==> src/rtl/openram_gpio_pkg.sv <==
// Shared types and defaults for the GPIO packet link.
// Build option: GPIO_LINK_PARITY_EN adds an even-parity bit to both RX and TX frames.
package openram_gpio_pkg;

  localparam int unsigned PACKET_W_DEF = 86;
  localparam int unsigned RESULT_W_DEF = 64;
  localparam int unsigned PARITY_MAX_W = 256;

  typedef enum logic [1:0] {
    IDLE,
    SHIFT,
`ifdef GPIO_LINK_PARITY_EN
    CHECK,
`endif
    STOP
  } rx_state_e;

  typedef enum logic [2:0] {
    TX_IDLE,
    TX_START,
    TX_DATA,
`ifdef GPIO_LINK_PARITY_EN
    TX_PARITY,
`endif
    TX_STOP
  } tx_state_e;

  // Callers zero-extend their word; leading zeros do not change the parity.
  function automatic logic even_parity(input logic [PARITY_MAX_W-1:0] v);
    return ^v;
  endfunction

endpackage

==> src/rtl/gpio_result_serializer.sv <==
// TX path: accepts one result word and sends start, data MSB first, optional parity, stop.
// Build option: GPIO_LINK_PARITY_EN inserts the parity bit before the stop bit.
module gpio_result_serializer
  import openram_gpio_pkg::*;
#(
  parameter int unsigned RESULT_W = RESULT_W_DEF
) (
  input  logic                gpio_clk,
  input  logic                reset_n,
  input  logic [RESULT_W-1:0] result,
  input  logic                result_valid,
  output logic                result_ready,
  output logic                gpio_tx
);

  localparam int unsigned CNT_W = (RESULT_W > 1) ? $clog2(RESULT_W) : 1;

  tx_state_e           state_q, state_d;
  logic [CNT_W-1:0]    cnt_q, cnt_d;
  logic [RESULT_W-1:0] shift_q, shift_d;
  logic                par_q, par_d;

  always_comb begin
    state_d      = state_q;
    cnt_d        = cnt_q;
    shift_d      = shift_q;
    par_d        = par_q;
    result_ready = 1'b0;
    gpio_tx      = 1'b0;
    case (state_q)
      TX_IDLE: begin
        result_ready = 1'b1;
        if (result_valid) begin
          shift_d = result;
          par_d   = even_parity(PARITY_MAX_W'(result));
          cnt_d   = '0;
          state_d = TX_START;
        end
      end
      TX_START: begin
        gpio_tx = 1'b1;
        state_d = TX_DATA;
      end
      TX_DATA: begin
        gpio_tx = shift_q[RESULT_W-1];
        shift_d = shift_q << 1;
        cnt_d   = cnt_q + CNT_W'(1);
        if (cnt_q == CNT_W'(RESULT_W - 1)) begin
`ifdef GPIO_LINK_PARITY_EN
          state_d = TX_PARITY;
`else
          state_d = TX_STOP;
`endif
        end
      end
`ifdef GPIO_LINK_PARITY_EN
      TX_PARITY: begin
        gpio_tx = par_q;
        state_d = TX_STOP;
      end
`endif
      TX_STOP: begin
        gpio_tx = 1'b0;
        state_d = TX_IDLE;
      end
      default: state_d = TX_IDLE;
    endcase
  end

  always_ff @(posedge gpio_clk) begin
    if (!reset_n) begin
      state_q <= TX_IDLE;
      cnt_q   <= '0;
      shift_q <= '0;
      par_q   <= 1'b0;
    end else begin
      state_q <= state_d;
      cnt_q   <= cnt_d;
      shift_q <= shift_d;
      par_q   <= par_d;
    end
  end

endmodule

==> src/rtl/gpio_packet_link.sv <==
// Serial command receiver (start, PACKET_W bits MSB first, stop 0) plus result serializer.
// Build option: GPIO_LINK_PARITY_EN adds an even-parity bit after the payload.
module gpio_packet_link
  import openram_gpio_pkg::*;
#(
  parameter int unsigned PACKET_W = PACKET_W_DEF,
  parameter int unsigned RESULT_W = RESULT_W_DEF
) (
  input  logic                gpio_clk,
  input  logic                reset_n,
  input  logic                gpio_rx,
  output logic [PACKET_W-1:0] packet,
  output logic                packet_valid,
  output logic                frame_err,
  input  logic [RESULT_W-1:0] result,
  input  logic                result_valid,
  output logic                result_ready,
  output logic                gpio_tx,
  output logic                tx_busy
);

  localparam int unsigned CNT_W = (PACKET_W > 1) ? $clog2(PACKET_W) : 1;

  rx_state_e           state_q, state_d;
  logic [CNT_W-1:0]    cnt_q, cnt_d;
  logic [PACKET_W-1:0] shift_q, shift_d;
  logic [PACKET_W-1:0] packet_q, packet_d;
  logic                packet_valid_q, packet_valid_d;
  logic                frame_err_q, frame_err_d;
  logic                perr_q, perr_d;

  always_comb begin
    state_d        = state_q;
    cnt_d          = cnt_q;
    shift_d        = shift_q;
    packet_d       = packet_q;
    packet_valid_d = 1'b0;
    frame_err_d    = 1'b0;
    perr_d         = perr_q;
    case (state_q)
      IDLE: begin
        if (gpio_rx) begin
          cnt_d   = '0;
          perr_d  = 1'b0;
          state_d = SHIFT;
        end
      end
      SHIFT: begin
        shift_d = {shift_q[PACKET_W-2:0], gpio_rx};
        cnt_d   = cnt_q + CNT_W'(1);
        if (cnt_q == CNT_W'(PACKET_W - 1)) begin
`ifdef GPIO_LINK_PARITY_EN
          state_d = CHECK;
`else
          state_d = STOP;
`endif
        end
      end
`ifdef GPIO_LINK_PARITY_EN
      CHECK: begin
        perr_d  = gpio_rx ^ even_parity(PARITY_MAX_W'(shift_q));
        state_d = STOP;
      end
`endif
      STOP: begin
        // A parity mismatch is only reported once the stop bit has been consumed.
        if (gpio_rx || perr_q) begin
          frame_err_d = 1'b1;
        end else begin
          packet_d       = shift_q;
          packet_valid_d = 1'b1;
        end
        state_d = IDLE;
      end
      default: state_d = IDLE;
    endcase
  end

  always_ff @(posedge gpio_clk) begin
    if (!reset_n) begin
      state_q        <= IDLE;
      cnt_q          <= '0;
      shift_q        <= '0;
      packet_q       <= '0;
      packet_valid_q <= 1'b0;
      frame_err_q    <= 1'b0;
      perr_q         <= 1'b0;
    end else begin
      state_q        <= state_d;
      cnt_q          <= cnt_d;
      shift_q        <= shift_d;
      packet_q       <= packet_d;
      packet_valid_q <= packet_valid_d;
      frame_err_q    <= frame_err_d;
      perr_q         <= perr_d;
    end
  end

  assign packet       = packet_q;
  assign packet_valid = packet_valid_q;
  assign frame_err    = frame_err_q;

  gpio_result_serializer #(
    .RESULT_W(RESULT_W)
  ) u_tx (
    .gpio_clk    (gpio_clk),
    .reset_n     (reset_n),
    .result      (result),
    .result_valid(result_valid),
    .result_ready(result_ready),
    .gpio_tx     (gpio_tx)
  );

  assign tx_busy = ~result_ready;

endmodule

==> config.mk <==
export PLATFORM = sky130hd
export DESIGN_NAME = gpio_packet_link
export DESIGN_NICKNAME = d
export VERILOG_FILES = /design/src/rtl/openram_gpio_pkg.sv /design/src/rtl/gpio_result_serializer.sv /design/src/rtl/gpio_packet_link.sv
export SDC_FILE = /design/constraint.sdc
export NUM_CORES = 1
export LEC_CHECK = 0
export ABC_AREA = 1
export CELL_PAD_IN_SITES_DETAIL_PLACEMENT = 1
export CELL_PAD_IN_SITES_GLOBAL_PLACEMENT = 1
export CORE_AREA = 10 10 203 157
export DETAILED_ROUTE_END_ITERATION = 16
export DIE_AREA = 0 0 213 167
export HOLD_SLACK_MARGIN = 0.03
export PLACE_DENSITY_LB_ADDON = 0.05
export SLEW_MARGIN = 5
export SYNTH_ARGS = -nofsm -noshare
export SYNTH_HDL_FRONTEND = slang
export SYNTH_HIERARCHICAL = 1
export SYNTH_SLANG_ARGS = --single-unit
export TNS_END_PERCENT = 5
==> constraint.sdc <==
create_clock -name gpio_clk -period 1.5 [get_ports gpio_clk]
set_input_delay 0.15 -clock gpio_clk [delete_from_list [all_inputs] [get_ports gpio_clk]]
set_output_delay 0.15 -clock gpio_clk [all_outputs]
set_load 0.05 [all_outputs]
==> summary.txt <==
Run status
  • Outcome: complete, but fails checks
  • Failing checks: negative setup slack

Yosys
  • Post-synth top area share: around 53%
  • Yosys cell types: 35
  • Area leader, netlist: dfxtp_1
  • Cell Area, Synth: 0.009624 mm2
  • Top cells by area, synth: dfxtp_1 (53%), nor2_1 (14%), o21ai_0 (11%), nand2_1 (5.9%), a31oi_1 (4.2%)
  • Post-Syn Instances: 1,236
  • Share of the yosys chip area belonging to registers: 53.04%
  • Syn_nets: 1,311
  • Synthesis-stage register bit count: around 260
  • Warnings, synthesis: 6
  • Avg Cell Area, Syn: 7.787 um2

Layout
  • Commonest non-fill, non-tap cell in the layout: nor2_1
  • # nets final: between 1,000 and 1,500
  • Commonest non-fill, non-tap cells in the layout: nor2_1 (358), dfxtp_1 (253), o21ai_0 (156)
  • Number of fill cells in the layout: 3,325
  • Area delta synth->final: 34.09%
  • Diodes inserted: 0
  • Layout cells sized above 1: a little under a fifth
  • Post-layout util: 46.44%

Clock tree
  • CTS tree: done
  • Clock-pin slew on the worst setup and hold paths: 60 ps
  • Clk sinks: 255
  • Max clock buf depth: 3
  • Worst-skew pair later-pin latency: 530 ps
  • Root Buffer: clkbuf_16
  • H-tree depth: 1
  • Cts bufs inserted: 27

Timing
  • Final Hold Viols: 0
  • Slew at the pin closest to its max-slew limit: roughly 420 ps
  • Post-route minimum period: 1710 ps
  • Unrepaired setup endpoints after global routing: true
  • PnR worst setup slack: -209.5 ps
  • FMAX: between 500 and 600 MHz
  • Period utilisation layout: 114.0%
  • Setup violators final: 54
  • Clock Skews: 7.377 ps
  • Fin Setup TNS: -4240 ps
  • Max transition margin: 71.76%
  • Max-slew violations: 0

Setup path
  • Critical path, cell by cell: inv_4, ha_4, buf_12, a21oi_4, nor2_4, buf_12
  • WP buf/inv: 3
  • Crit-path max cell delay: approximately 360 ps
  • Setup crit start kind: register
  • Critical Path RT: 1350 ps
  • Setup CP Type: register to primary output
  • CP endpoint kind: primary output
  • CP Data Arrival Time: 1560 ps
  • Critical Path Slowest Stage Cell: dfxtp_2
  • Worst path top cell family by delay: flip-flops
  • CP most frequent cell: buf_12
  • Max FO, Critical Path: 2

Die
  • I/O Pins: ~160
  • Core area: around 0.028 mm2
  • Die Ht: 167 um
  • Die width: 213 um
  • Site row count: 53
  • Die area: 0.03557 mm2
  • Starting Density: between 30% and 40%

Drt
  • Sum of routed wire length over all layers: 28,540 um
  • DR pass1 iterations: 4
  • Remaining antenna violation count: 0
  • Wire length per cell: roughly 16 um
  • DRC Markers: 0
  • Vias per cell: around 4.8
  • Via count: 8,552
  • Iter 0 DRT Violations: 434

Power
  • Leakage power: approximately 5.3 nW
  • Maximum VDD drop: 0.8664 mV
  • PD cells: 1692 mW/mm2

Global routing
  • Gr usage total: 14.56%
  • Gr ovfl total: 0
  • Largest net degree at the start of global routing: 95
  • Initial antenna violation count: 0
  • Number of global-route vias before repair: about 8,500
  • First-pass GRT wire length: 44,190 um

Placement
  • I/O Buffers: 158
  • GP Congestion: 0.7384
  • Detail Placement HPWL: between 15,000 and 20,000 um

Run
  • MaxCap Viol Count: 0

Hold path
  • Hold Crit Class: input pin to register
[worst paths after layout]
check,depth (start not counted),end,slack [ps],start
hold reg to reg,2,u_tx/shift_q[11],470,u_tx/shift_q[10]
setup / recovery,6,gpio_tx,-210,u_tx/state_q[0]
setup reg to reg,10,u_tx/shift_q[45],-150,u_tx/state_q[0]
hold / removal,3,u_tx/shift_q[46],190,result[46]
[tightest hold or removal path, delay by kind of cell]
family | cells | cell delay (ps)
buf+inv | 1 | 390
compound gates | 1 | 70
simple gates | 1 | 60
[state kept, by name, summed over array words and instances (netlist names)]
signal / flops
cnt_q: 7
frame_err: 1
packet: 86
packet_valid: 1
shift_q: 86
state_q: 2
u_tx/cnt_q: 6
u_tx/shift_q: 64
u_tx/state_q: 2
[per-stage QoR]
stage          cell area (um2)  instances  power [mW]  worst slack (ps)  hold WS, ps
6_report                 12900       1765       21.84            -209.5        188.3
3_3_place_gp             11420       1701       12.95            -28.56        457.4
4_1_cts                  12390       1752       20.03            -229.3        165.1
5_1_grt                  12900       1765       23.06            -271.4        173.4
3_5_place_dp             11420       1701       13.06            -93.24        461.2
2_1_floorplan             9644       1236       11.74             8.613        290.4
[cell families (layout without fill, tap and decap cells)]
logic type,after synthesis,in the layout,synth area share (%)
buf+inv,115,287,6.422
fa+ha+maj,7,7,0.9100
flops,255,255,53.04
xor+xnor,1,1,0.09102
simple gates,536,536,21.80
compound gates,322,322,17.73
[synthesized netlist by cell type, drive strengths merged]
master,n
nand4,5
a21oi,15
dfxtp,255
nand3,9
nor2,364
nand2,152
a211oi,1
inv,23
clkinv,1
a31oi,65
xor2,1
nand3b,1
o21bai,1
and3,1
buf,38
or2,1
o21ai,240
clkbuf,53
ha,7
nor4,1
nor3,2
[power by group]
group / switching (mW) / internal, mW
sequential: 0.773 / 7.90
combinational: 3.52 / 3.02
clock: 2.73 / 3.91
[area by class of cell]
| type | count | area (um2) | share of cell area, % |
|---|---|---|---|
| Inverter | 24 | 110.1 | 0.8532 |
| Clock buffer | 40 | 814.5 | 6.312 |
| Sequential cell | 255 | 5110 | 39.60 |
| Timing Repair Buffer | 215 | 2201 | 17.05 |
| Clock inverter | 8 | 68.82 | 0.5333 |
| Tap cell | 357 | 446.7 | 3.461 |
| Multi-Input combinational cell | 866 | 4154 | 32.19 |
[routing by layer]
layer  track usage, %  wire (um)  up-vias
li1                 -          -     4377
met1            19.99      14510     4043
met2            22.71      12270      100
met3            3.301       1291       32
met4            3.129        472        0
met5                0          0        -
[timing repair]
| action | in CTS | in global routing |
|---|---|---|
| pin swaps | 8 | 2 |
| gates cloned | 0 | 8 |
| buffers inserted | 2 | 5 |
| resized for setup | 20 | 124 |
| hold endpoints to repair | 20 | 0 |
| hold buffers | 1 | 0 |
| endpoints found under the setup margin | 21 | 72 |
Note: power is estimated with default switching activity, not from simulation.
